**config.mk**
```make
export PLATFORM = sky130hd
export DESIGN_NAME = chaotic_stream_cipher
export DESIGN_NICKNAME = d
export VERILOG_FILES = /design/src/rtl/chaotic_stream_cipher.sv
export SDC_FILE = /design/constraint.sdc
export NUM_CORES = 1
export LEC_CHECK = 0
export CORE_AREA = 2 2 191 193
export CTS_BUF_LIST = sky130_fd_sc_hd__clkbuf_8
export DETAILED_ROUTE_END_ITERATION = 10
export DIE_AREA = 0 0 193 195
export PLACE_DENSITY = 0.79
export SLEW_MARGIN = 15
export SYNTH_ARGS = -nofsm -noshare
export SYNTH_HDL_FRONTEND = slang
export SYNTH_SLANG_ARGS = --single-unit
```
**constraint.sdc**
```tcl
create_clock -name clk -period 22.1 [get_ports clk]
set_clock_uncertainty 0.2 [all_clocks]
set_input_delay 4.42 -clock clk [delete_from_list [all_inputs] [get_ports clk]]
set_output_delay 4.42 -clock clk [all_outputs]
set_load 0.02 [all_outputs]
```
**src/rtl/chaotic_stream_cipher.sv**
```systemverilog
// Chaotic stream cipher: fixed-point logistic-map keystream with periodic alpha
// perturbation, keyed warm-up, OFB/CFB feedback and valid/ready on both sides.
module chaotic_stream_cipher #(
    parameter int DATA_WIDTH   = 8,
    parameter int STATE_WIDTH  = 16,
    parameter int WARMUP_WIDTH = 8,
    parameter int PERTURB_LOG  = 4
) (
    input  logic                                  clk,
    input  logic                                  rst,
    input  logic                                  key_valid,
    input  logic [3*STATE_WIDTH+WARMUP_WIDTH-1:0] key,
    input  logic [1:0]                            mode,
    input  logic                                  in_valid,
    output logic                                  in_ready,
    input  logic [DATA_WIDTH-1:0]                 in_data,
    output logic                                  out_valid,
    input  logic                                  out_ready,
    output logic [DATA_WIDTH-1:0]                 out_data,
    output logic                                  busy
);
    localparam int SW = STATE_WIDTH;
    localparam int DW = DATA_WIDTH;
    localparam int WW = WARMUP_WIDTH;

    if (SW < DW + 2) begin : g_width_check
        $error("STATE_WIDTH must be at least DATA_WIDTH + 2");
    end

    typedef enum logic [1:0] {
        IDLE,
        WARMUP,
        RUN
    } state_t;

    state_t        state;
    state_t        state_next;

    logic [SW-1:0] x;
    logic [SW-1:0] it;
    logic [SW-1:0] mu;
    logic [SW-1:0] alpha;
    logic [1:0]    mode_q;
    logic [WW-1:0] warm_cnt;

    logic [SW-1:0] key_mu;
    logic [SW-1:0] key_x0;
    logic [SW-1:0] key_alpha;
    logic [WW-1:0] key_k;

    logic [DW-1:0] ks;
    logic [DW-1:0] res;
    logic [DW-1:0] fb;
    logic [SW-1:0] map_in;
    logic [SW-1:0] step_x;
    logic          perturb;
    logic          accept;

    assign {key_mu, key_x0, key_alpha, key_k} = key;

    // One logistic-map iteration including perturbation and zero lock-out.
    function automatic logic [SW-1:0] map_step(
        input logic [SW-1:0] xv,
        input logic [SW-1:0] muv,
        input logic [SW-1:0] av,
        input logic          pert
    );
        logic [2*SW-1:0] prod_a;
        logic [2*SW-1:0] prod_b;
        logic [SW-1:0]   t;
        logic [SW-1:0]   nx;
        // 2^SW-1-x is simply the bitwise complement of x.
        prod_a = {{SW{1'b0}}, xv} * {{SW{1'b0}}, ~xv};
        t      = SW'(prod_a >> SW);
        prod_b = {{SW{1'b0}}, muv} * {{SW{1'b0}}, t};
        nx     = SW'(prod_b >> (SW - 2));
        if (pert) begin
            nx = nx ^ av;
        end
        if (nx == '0) begin
            nx = av | SW'(1);
        end
        return nx;
    endfunction

    assign ks       = x[SW-1 -: DW];
    assign res      = in_data ^ ks;
    assign fb       = mode_q[1] ? in_data : res;
    assign map_in   = (state == RUN && mode_q[0]) ? (x ^ {fb, {(SW-DW){1'b0}}}) : x;
    assign perturb  = &it[PERTURB_LOG-1:0];
    assign step_x   = map_step(map_in, mu, alpha, perturb);

    assign in_ready = (state == RUN) && !key_valid && (!out_valid || out_ready);
    assign accept   = in_valid && in_ready;
    assign busy     = (state == WARMUP);

    always_ff @(posedge clk) begin
        if (rst) begin
            state <= IDLE;
        end else begin
            state <= state_next;
        end
    end

    always_comb begin
        state_next = state;
        if (key_valid) begin
            state_next = (key_k == '0) ? RUN : WARMUP;
        end else if (state == WARMUP && warm_cnt <= WW'(1)) begin
            state_next = RUN;
        end
    end

    always_ff @(posedge clk) begin
        if (rst) begin
            x         <= '0;
            it        <= '0;
            mu        <= '0;
            alpha     <= '0;
            mode_q    <= '0;
            warm_cnt  <= '0;
            out_valid <= 1'b0;
            out_data  <= '0;
        // NOTE: key load is tested first so it overrides both warm-up steps and acceptances.
        end else if (key_valid) begin
            mu        <= key_mu;
            x         <= key_x0;
            alpha     <= key_alpha;
            mode_q    <= mode;
            it        <= '0;
            warm_cnt  <= key_k;
            out_valid <= 1'b0;
        end else if (state == WARMUP) begin
            x        <= step_x;
            it       <= it + SW'(1);
            warm_cnt <= warm_cnt - WW'(1);
        end else if (accept) begin
            x         <= step_x;
            it        <= it + SW'(1);
            out_data  <= res;
            out_valid <= 1'b1;
        end else if (out_ready) begin
            out_valid <= 1'b0;
        end
    end

endmodule

```
==> key figures <==
Die
  – Die X: 193 µm
  – Area of the core: 35400 µm²
  – I/O pins: 82
  – Initial cell density of the core: 55.55%
  – Die span in y: 195 µm
  – Die area: 37640 µm²
  – Row count: 69

Placement
  – I/O Buffers: 81
  – DP Area: 20820 µm²
  – Routability congestion estimate: 0.9093
  – Pre-CTS WS: 2379 ps
  – Post-DP HPWL: 40560 µm

CTS
  – Root Driver: clkbuf_8
  – Clk sink count: 73
  – H-tree depth: 3
  – Post-cts resize count: 0
  – Num CTS Buffers: 9
  – Clock Latency Late Sink: 390 ps
  – Cts hold-fix bufs: 0
  – Reg clk slew, reported paths: 90 ps
  – Buffer count from post-CTS setup fixing: 0
  – Clock tree buffer depth: 2
  – CTS tree: yes

Worst hold path
  – Hold crit path type: flop to flop

Synth
  – Avg Inst Size Synth: 8.478 µm²
  – Async SR Flop Fraction: 0%
  – Post-synth EDFFs: 0
  – Synthesized instance count: 2319
  – Primary FF master, synth: dfxtp_1
  – Sequential-to-total area share from yosys stat: 7.433%
  – Yosys warns: 0
  – Syn Nets: 2981
  – Synth unique cells: 69
  – Synth Cell Area: 19660 µm²
  – Yosys reg bits: 73

Setup path
  – Max incr delay on CP: 800 ps
  – Required @ worst endpoint: 22180 ps
  – CP Launch Type: input port
  – CP max stage cell: nor4_4
  – Crit end category: flop
  – Critical path type: input port to flop
  – Worst-path fanout max: 18
  – CP dominant cell by count: fa_1
  – Critical Path AT: 19450 ps

Routing
  – Initial DRC count: 1062
  – Drt first pass iters: 7
  – Avg WL per Cell: 18.32 µm
  – Drt via density: 5.693
  – DRT Wirelength: 51120 µm
  – DRC: 0
  – Final ANT Viol Nets: 0
  – Vias: 15890

Finish
  – Share of layout cells above drive strength 1: 2.790%
  – Most frequent cells in the layout: inv_1, fa_1, nand2_1, ha_1, nor2_1
  – Final Instance Area: 21010 µm²
  – Fin nets: 2987
  – Most common cell after layout, fill and taps aside: inv_1
  – Layout Area Growth over Synthesis: 6.834%
  – Ant diodes: 0

STA
  – Min cycle time layout: 19370 ps
  – Final period util: 87.64%
  – Setup ws final: 2732 ps
  – Max-slew headroom: 25.81%
  – F_max: 51.63 MHz
  – Final Hold Vio Count: 0
  – Final Setup Violations: 0
  – Setup TNS: 0 ps
  – RSZ-0062 raised after global routing: false
  – Slew Limit Fails: 0
  – Least-Margin Pin Slew: 1113 ps

Global route
  – Via count of the first global-routing pass: 16860
  – Gr usage total: 28.61%
  – Largest net degree at the start of global routing: 83
  – Initial antenna violation count: 0
  – GRT overflow: 0
  – First-pass GRT wire length: 84660 µm

Run status
  – Status: finished, final reports clean

Flow run
  – Max Cap Violations: 0
## worst paths after layout
kind	startpoint	to	slack [ps]	cells past startpoint
max reg2reg	state[0]$_SDFFE_PP0P_	x[7]$_SDFFE_PP0P_	6540	43
max	in_data[6]	x[7]$_SDFFE_PP0P_	2730	45
min reg2reg	out_data[0]$_SDFFE_PP0P_	out_data[0]$_SDFFE_PP0P_	300	2
min	out_data[0]$_SDFFE_PP0P_	out_data[0]$_SDFFE_PP0P_	300	2
## final cells by class
cell class / count / area (µm²)
Multi-Input combinational cell: 1673 / 16060
Sequential cell: 73 / 1461
Timing Repair Buffer: 105 / 983.4
Fill cell: 3087 / 14390
Inverter: 463 / 1738
Tap cell: 461 / 576.8
Clock buffer: 10 / 137.6
Clock inverter: 6 / 48.80
## synthesized netlist by cell type, drive strengths merged (3+ instances only)
cell type,count,area [µm²]
inv,458,1719
fa,367,7347
nand2,315,1182
ha,224,2803
nor2,195,734.5
and2,109,681.9
clkbuf,98,367.9
a21oi,80,400.4
dfxtp,73,1461
xnor2,42,367.9
o21ai,36,180.2
mux2i,35,350.3
nor3,33,170.2
nand3,32,160.2
a21o,31,232.7
a211oi,17,127.6
nand4,17,106.4
xor2,17,148.9
buf,12,57.55
or3,12,80.08
o21a,11,82.58
a311oi,8,87.59
a31oi,8,65.06
nor2b,7,43.79
and3,6,37.54
nor4,6,67.56
o31ai,6,50.05
clkinv,5,18.77
o2111ai,5,43.79
o211ai,5,42.54
o21bai,5,37.54
a211o,4,35.03
a41oi,4,42.55
nand2b,4,25.02
or2,4,25.02
or4,3,26.27
## state kept, by name, indices dropped and copies added (netlist names)
name,flops
x,16
state,2
it,4
out_valid,1
alpha,16
mu,16
mode_q,2
warm_cnt,8
out_data,8
## through the flow
stage	hold WS, ps	util, %	instances
after detailed placement	289.9	58.82	2775
final	301.6	59.34	2791
after global routing	326.1	59.34	2791
after floorplan	252.7	-	2319
after CTS	303.6	59.34	2791
after global placement	276.3	58.82	2775
## critical path: cells and delay by family
family,cells,cell delay (ps)
fa+ha+maj,14,6570
simple gates,9,3090
compound gates,13,2950
buf+inv,7,1480
xor+xnor,2,890
## cell families (layout without fill, tap and decap cells)
logic type | Yosys count | count (layout) | synth area share [%]
AND/OR/NAND/NOR | 752 | 752 | 17.40
adder cells (fa/ha/maj) | 591 | 591 | 51.62
buffers and inverters | 573 | 584 | 11.00
XOR/XNOR | 61 | 61 | 2.857
multiplexers | 35 | 35 | 1.782
flip-flops | 73 | 73 | 7.433
AO/OA/AOI/OAI | 234 | 234 | 7.904
## per-layer routing
| metal | up-vias | wire (µm) | global-route usage [%] |
|---|---|---|---|
| met2 | 688 | 24870 | 48.29 |
| met1 | 7875 | 20480 | 37.51 |
| li1 | 7162 | - | - |
| met5 | - | 0 | 0 |
| met4 | 0 | 1989 | 11.20 |
| met3 | 165 | 3778 | 3.433 |
Power is not shown: default switching activity piles up to over one toggle a cycle in this logic, so the estimate is an artifact.
==> edit 1 (same flow settings) <==
The parameter `DATA_WIDTH` goes from 8 to 12.
--- a/src/rtl/chaotic_stream_cipher.sv
+++ b/src/rtl/chaotic_stream_cipher.sv
@@ -1,7 +1,7 @@
 // Chaotic stream cipher: fixed-point logistic-map keystream with periodic alpha
 // perturbation, keyed warm-up, OFB/CFB feedback and valid/ready on both sides.
 module chaotic_stream_cipher #(
-    parameter int DATA_WIDTH   = 8,
+    parameter int DATA_WIDTH   = 12,
     parameter int STATE_WIDTH  = 16,
     parameter int WARMUP_WIDTH = 8,
     parameter int PERTURB_LOG  = 4
Ports: changed (resized in_data and out_data); port bits go from 82 to 90. No check against the original RTL was run, so the function may have changed too.
==> edit 1 against the original RTL <==
Sequential cell count increased by 4. Via count up 2.9%. Non-clock buffer count is 10 higher. First-iteration DRC count rose by 10%. Design area is 2.2% higher. Count of clock-buffer cells in the layout fell by 1. Worst setup slack improved by 0.11 ns. Wire length grew 4.0%. Area after synthesis up 1.8%. Fmax is 0.56% higher. Register-to-register slack got worse by 0.14 ns.
Power is not shown: default switching activity piles up to over one toggle a cycle in this logic, so the estimate is an artifact.
==> edit 1: results (changes against the original RTL) <==
stage	metric	value	unit	change
final_layout	# nets final	3069		+2.7%
worst_setup_path	critical path arrival	19.31	ns	-0.14 ns
synthesis	synth cell count leaders	446 x inv_1, 367 x fa_1, 365 x nand2_1, 227 x nor2_1, 223 x ha_1		
synthesis	Seq/Total Area, Yosys	7.70	%	+0.27 points
grt	initial antenna violation count	1		+1
synthesis	syn nets	3049		+2.3%
detailed_routing	First-pass DRT Iterations	5		-2
status	status	finished clean		
synthesis	Syn Area/Cell	8.40	um^2	-0.96%
detailed_routing	WL final	53200	um	+4.0%
worst_setup_path	reg-to-reg endpoint	x[4]		
synthesis	Synth Area in Adders	50.6	%	-0.99 points
placement	input/output buffers	89		+9.9%
worst_setup_path	Setup crit start	in_data[2]		
synthesis	post-synthesis cell type count	74		+7.2%
final_layout	share of cells above drive strength 1	3.32	%	+0.53 points
sta	Worst-Margin Slew	1.18	ns	+0.0710 ns
worst_setup_path	worst reg2reg setup slack	6.40	ns	-0.14 ns
worst_setup_path	Worst R2R Path Depth	45		+4.7%
detailed_routing	Via density	5.70		about the same
grt	number of global-route vias before repair	17300		+2.8%
worst_setup_path	CP max-delay cell	clkinv_1		
synthesis	mux cell area share after synthesis	1.91	%	+0.12 points
detailed_routing	routed via count	16300		+2.9%
placement	DPL Wire Length	41200	um	+1.7%
## edit 1: changes by cell type after synthesis, sizes merged, moves of 10 or more
cell,delta
nand2,+51
o31ai,+13
inv,-12
nor2,+33
nor3,-10
## edit 1: how the worst min path moves through the flow
stage,start,to,slack [ns]
after global routing,alpha[3],x[3],0.31
after detailed placement,alpha[13],x[13],0.28
after floorplan,alpha[1],x[1],0.25
final,alpha[1],x[1],0.27
after CTS,alpha[1],x[1],0.27
after global placement,mode_q[0],mode_q[0],0.27
## edit 1: metrics by stage
step	area, um^2	setup slack (ns)
5_1_grt	21500	2.00
3_3_place_gp	21300	3.10
6_report	21500	2.84
4_1_cts	21500	3.03
2_1_floorplan	20000	4.91
3_5_place_dp	21300	2.64
## edit 1: kinds of logic (layout without fill, tap and decap cells)
logic type / Yosys count / after routing
mux: 38 / 38
flops: 77 / 77
fa+ha+maj: 590 / 590
simple gates: 816 / 816
buf+inv: 558 / 583
compound gates: 232 / 232
xor+xnor: 73 / 73
## edit 1: cell type report
class,count,area share [%]
tap,461,2.69
timing repair buffer,115,5.02
clock buffer,9,0.577
clock inverter,7,0.373
sequential,77,7.18
inverter,452,7.90
multi-input combinational,1749,76.3
## edit 1: layer usage
metal / routed length [um] / share of wire [%] / up-vias / track usage (%)
met4: 2210 / 4.2 / 4 / 11.5
met3: 4870 / 9.2 / 154 / 5.81
met5: 58 / 0.11 / - / 1.06
met2: 24700 / 46 / 777 / 47.5
li1: - / - / 7380 / -
met1: 21300 / 40 / 8030 / 38.7
## edit 1: critical path, delay by kind of cell
kind                       cells  cell delay (ns)
AOI/OAI and AO/OA             13             3.31
xor gates and xnor gates       2             0.90
adders and majority gates     14             6.65
buffers and inverters          8             1.90
muxes                          1             0.15
and+or+nand+nor                9             1.96
==> edit 2 (same settings) <==
Made on the original files. Register the input `key` before use, without a reset. The logic sees it one clock later. The other inputs are not delayed to match.
--- a/src/rtl/chaotic_stream_cipher.sv
+++ b/src/rtl/chaotic_stream_cipher.sv
@@ -22,6 +22,12 @@
     localparam int SW = STATE_WIDTH;
     localparam int DW = DATA_WIDTH;
     localparam int WW = WARMUP_WIDTH;
+
+    logic [3*STATE_WIDTH+WARMUP_WIDTH-1:0] key_q;
+
+    always_ff @(posedge clk) begin
+        key_q <= key;
+    end
 
     if (SW < DW + 2) begin : g_width_check
         $error("STATE_WIDTH must be at least DATA_WIDTH + 2");
@@ -56,7 +62,7 @@
     logic          perturb;
     logic          accept;
 
-    assign {key_mu, key_x0, key_alpha, key_k} = key;
+    assign {key_mu, key_x0, key_alpha, key_k} = key_q;
 
     // One logistic-map iteration including perturbation and zero lock-out.
     function automatic logic [SW-1:0] map_step(
Formal check against the unedited RTL: not equivalent (Yosys sat finds a counterexample within 4 cycles, from zero or initial values and one cycle with rst high).
==> edit 2 against the original RTL <==
Global-route usage up 1.9 points. Sequential cell count up 56. Cell count up 4.3%. Wire length up 6.3%. Design area up 8.1%. Critical path type unchanged. Via count up 4.7%. Area after synthesis up 7.4%. Worst setup slack better by 0.52 ns. Critical endpoint is now x[0]. Utilization up 4.8 points. Hold slack worse by 0.030 ns. Highest routed layer unchanged.
Power is not shown: default switching activity piles up to over one toggle a cycle in this logic, so the estimate is an artifact.
==> edit 2: results (changes against the original RTL) <==
stage	metric	value	unit	change
placement	GPL Wtd Cong	0.977		+7.5%
sta	slew margin rel.	30.8	%	+5.0 points
synthesis	Seq/Total Area, Yosys	12.2	%	+4.8 points
clock_network	Inserted Clock Buffers	17		+8
detailed_routing	WL final	54300	um	+6.3%
synthesis	syn nets	3083		+3.4%
worst_setup_path	CP max-delay cell	xnor2_2		
placement	DPL Wire Length	43200	um	+6.4%
final_layout	Top reg by flops	key_q		
synthesis	ranking of synthesized cells by area	fa_1 35%, ha_1 13%, dfxtp_1 12%, inv_1 8.1%, nand2_1 6.0%		
placement	pre-CTS setup slack	2.85	ns	+0.472 ns
clock_network	Skew-Pair Late Insertion Delay	0.47	ns	+0.08 ns
synthesis	synth cell count leaders	454 x inv_1, 367 x fa_1, 337 x nand2_1, 224 x ha_1, 220 x nor2_1		
grt	number of global-route vias before repair	17900		+5.9%
synthesis	Synth warnings	0		unchanged
status	status	finished clean		
final_layout	share of cells above drive strength 1	3.96	%	+1.2 points
worst_setup_path	crit-path max cell delay	0.77	ns	-0.03 ns
synthesis	FFs w/ async S/R, synth	0	%	unchanged
detailed_routing	First-pass DRT Iterations	6		-1
grt	met3 usage	5.09	%	+1.7 points
worst_setup_path	critical path arrival	19.01	ns	-0.44 ns
detailed_routing	routed via count	16600		+4.7%
clock_network	H-tree levels	4		+1
worst_setup_path	Worst R2R Path Depth	41		-4.7%
detailed_routing	DRT iter0 DRCs	1068		+0.56%
grt	first-pass GRT wire length	90100	um	+6.5%
synthesis	post-synthesis cell type count	78		+13%
detailed_routing	WL per Instance	18.7	um	+1.8%
grt	M2 GR Usage	52.0	%	+3.7 points
grt	met1 Usage GRT	39.2	%	+1.7 points
synthesis	Syn Area/Cell	8.72	um^2	+2.8%
grt	GRT Total Usage	30.5	%	+1.9 points
[edit 2: worst max-delay path: cells and delay by family]
| kind | cells | cell delay, ns |
|---|---|---|
| adder cells (fa/ha/maj) | 14 | 6.56 |
| XOR/XNOR | 1 | 0.77 |
| buffers and inverters | 6 | 1.24 |
| AND/OR/NAND/NOR | 8 | 2.41 |
| AO/OA/AOI/OAI | 13 | 3.59 |
[edit 2: through the flow]
stage | area (um^2) | hold slack [ns]
5_1_grt | 22700 | 0.291
4_1_cts | 22700 | 0.275
3_3_place_gp | 22300 | 0.245
2_1_floorplan | 21100 | 0.240
6_report | 22700 | 0.272
3_5_place_dp | 22300 | 0.255
[edit 2: cell type report]
cell class,count,area [um^2]
Multi-Input combinational cell,1726,16400
Fill cell,2928,12700
Sequential cell,129,2580
Inverter,458,1720
Timing Repair Buffer,107,998
Tap cell,461,577
Clock buffer,18,248
Clock inverter,13,178
[edit 2: cells by family (layout without fill, tap and decap cells)]
group / count (synthesis) / count (layout) / synth area share [%]
AO/OA/AOI/OAI: 255 / 255 / 8.63
XOR/XNOR: 58 / 58 / 2.47
adder cells (fa/ha/maj): 591 / 591 / 48.1
buffers and inverters: 566 / 596 / 10.1
flip-flops: 129 / 129 / 12.2
multiplexers: 39 / 39 / 1.86
AND/OR/NAND/NOR: 783 / 783 / 16.6
[edit 2: path summary, 6_finish.rpt]
check                                 from    end  slack, ns
worst max-delay path            in_data[0]   x[0]       3.25
worst min-delay path             alpha[13]  x[13]       0.27
worst max register to register   mode_q[1]   x[0]       7.07
worst min register to register   alpha[13]  x[13]       0.27
[edit 2: metal layers]
layer	share of wire, %	up-vias	wire (um)
li1	-	7540	-
met1	40	8303	21800
met2	50	669	27000
met3	7.0	123	3830
met4	3.1	0	1690
met5	0	-	0
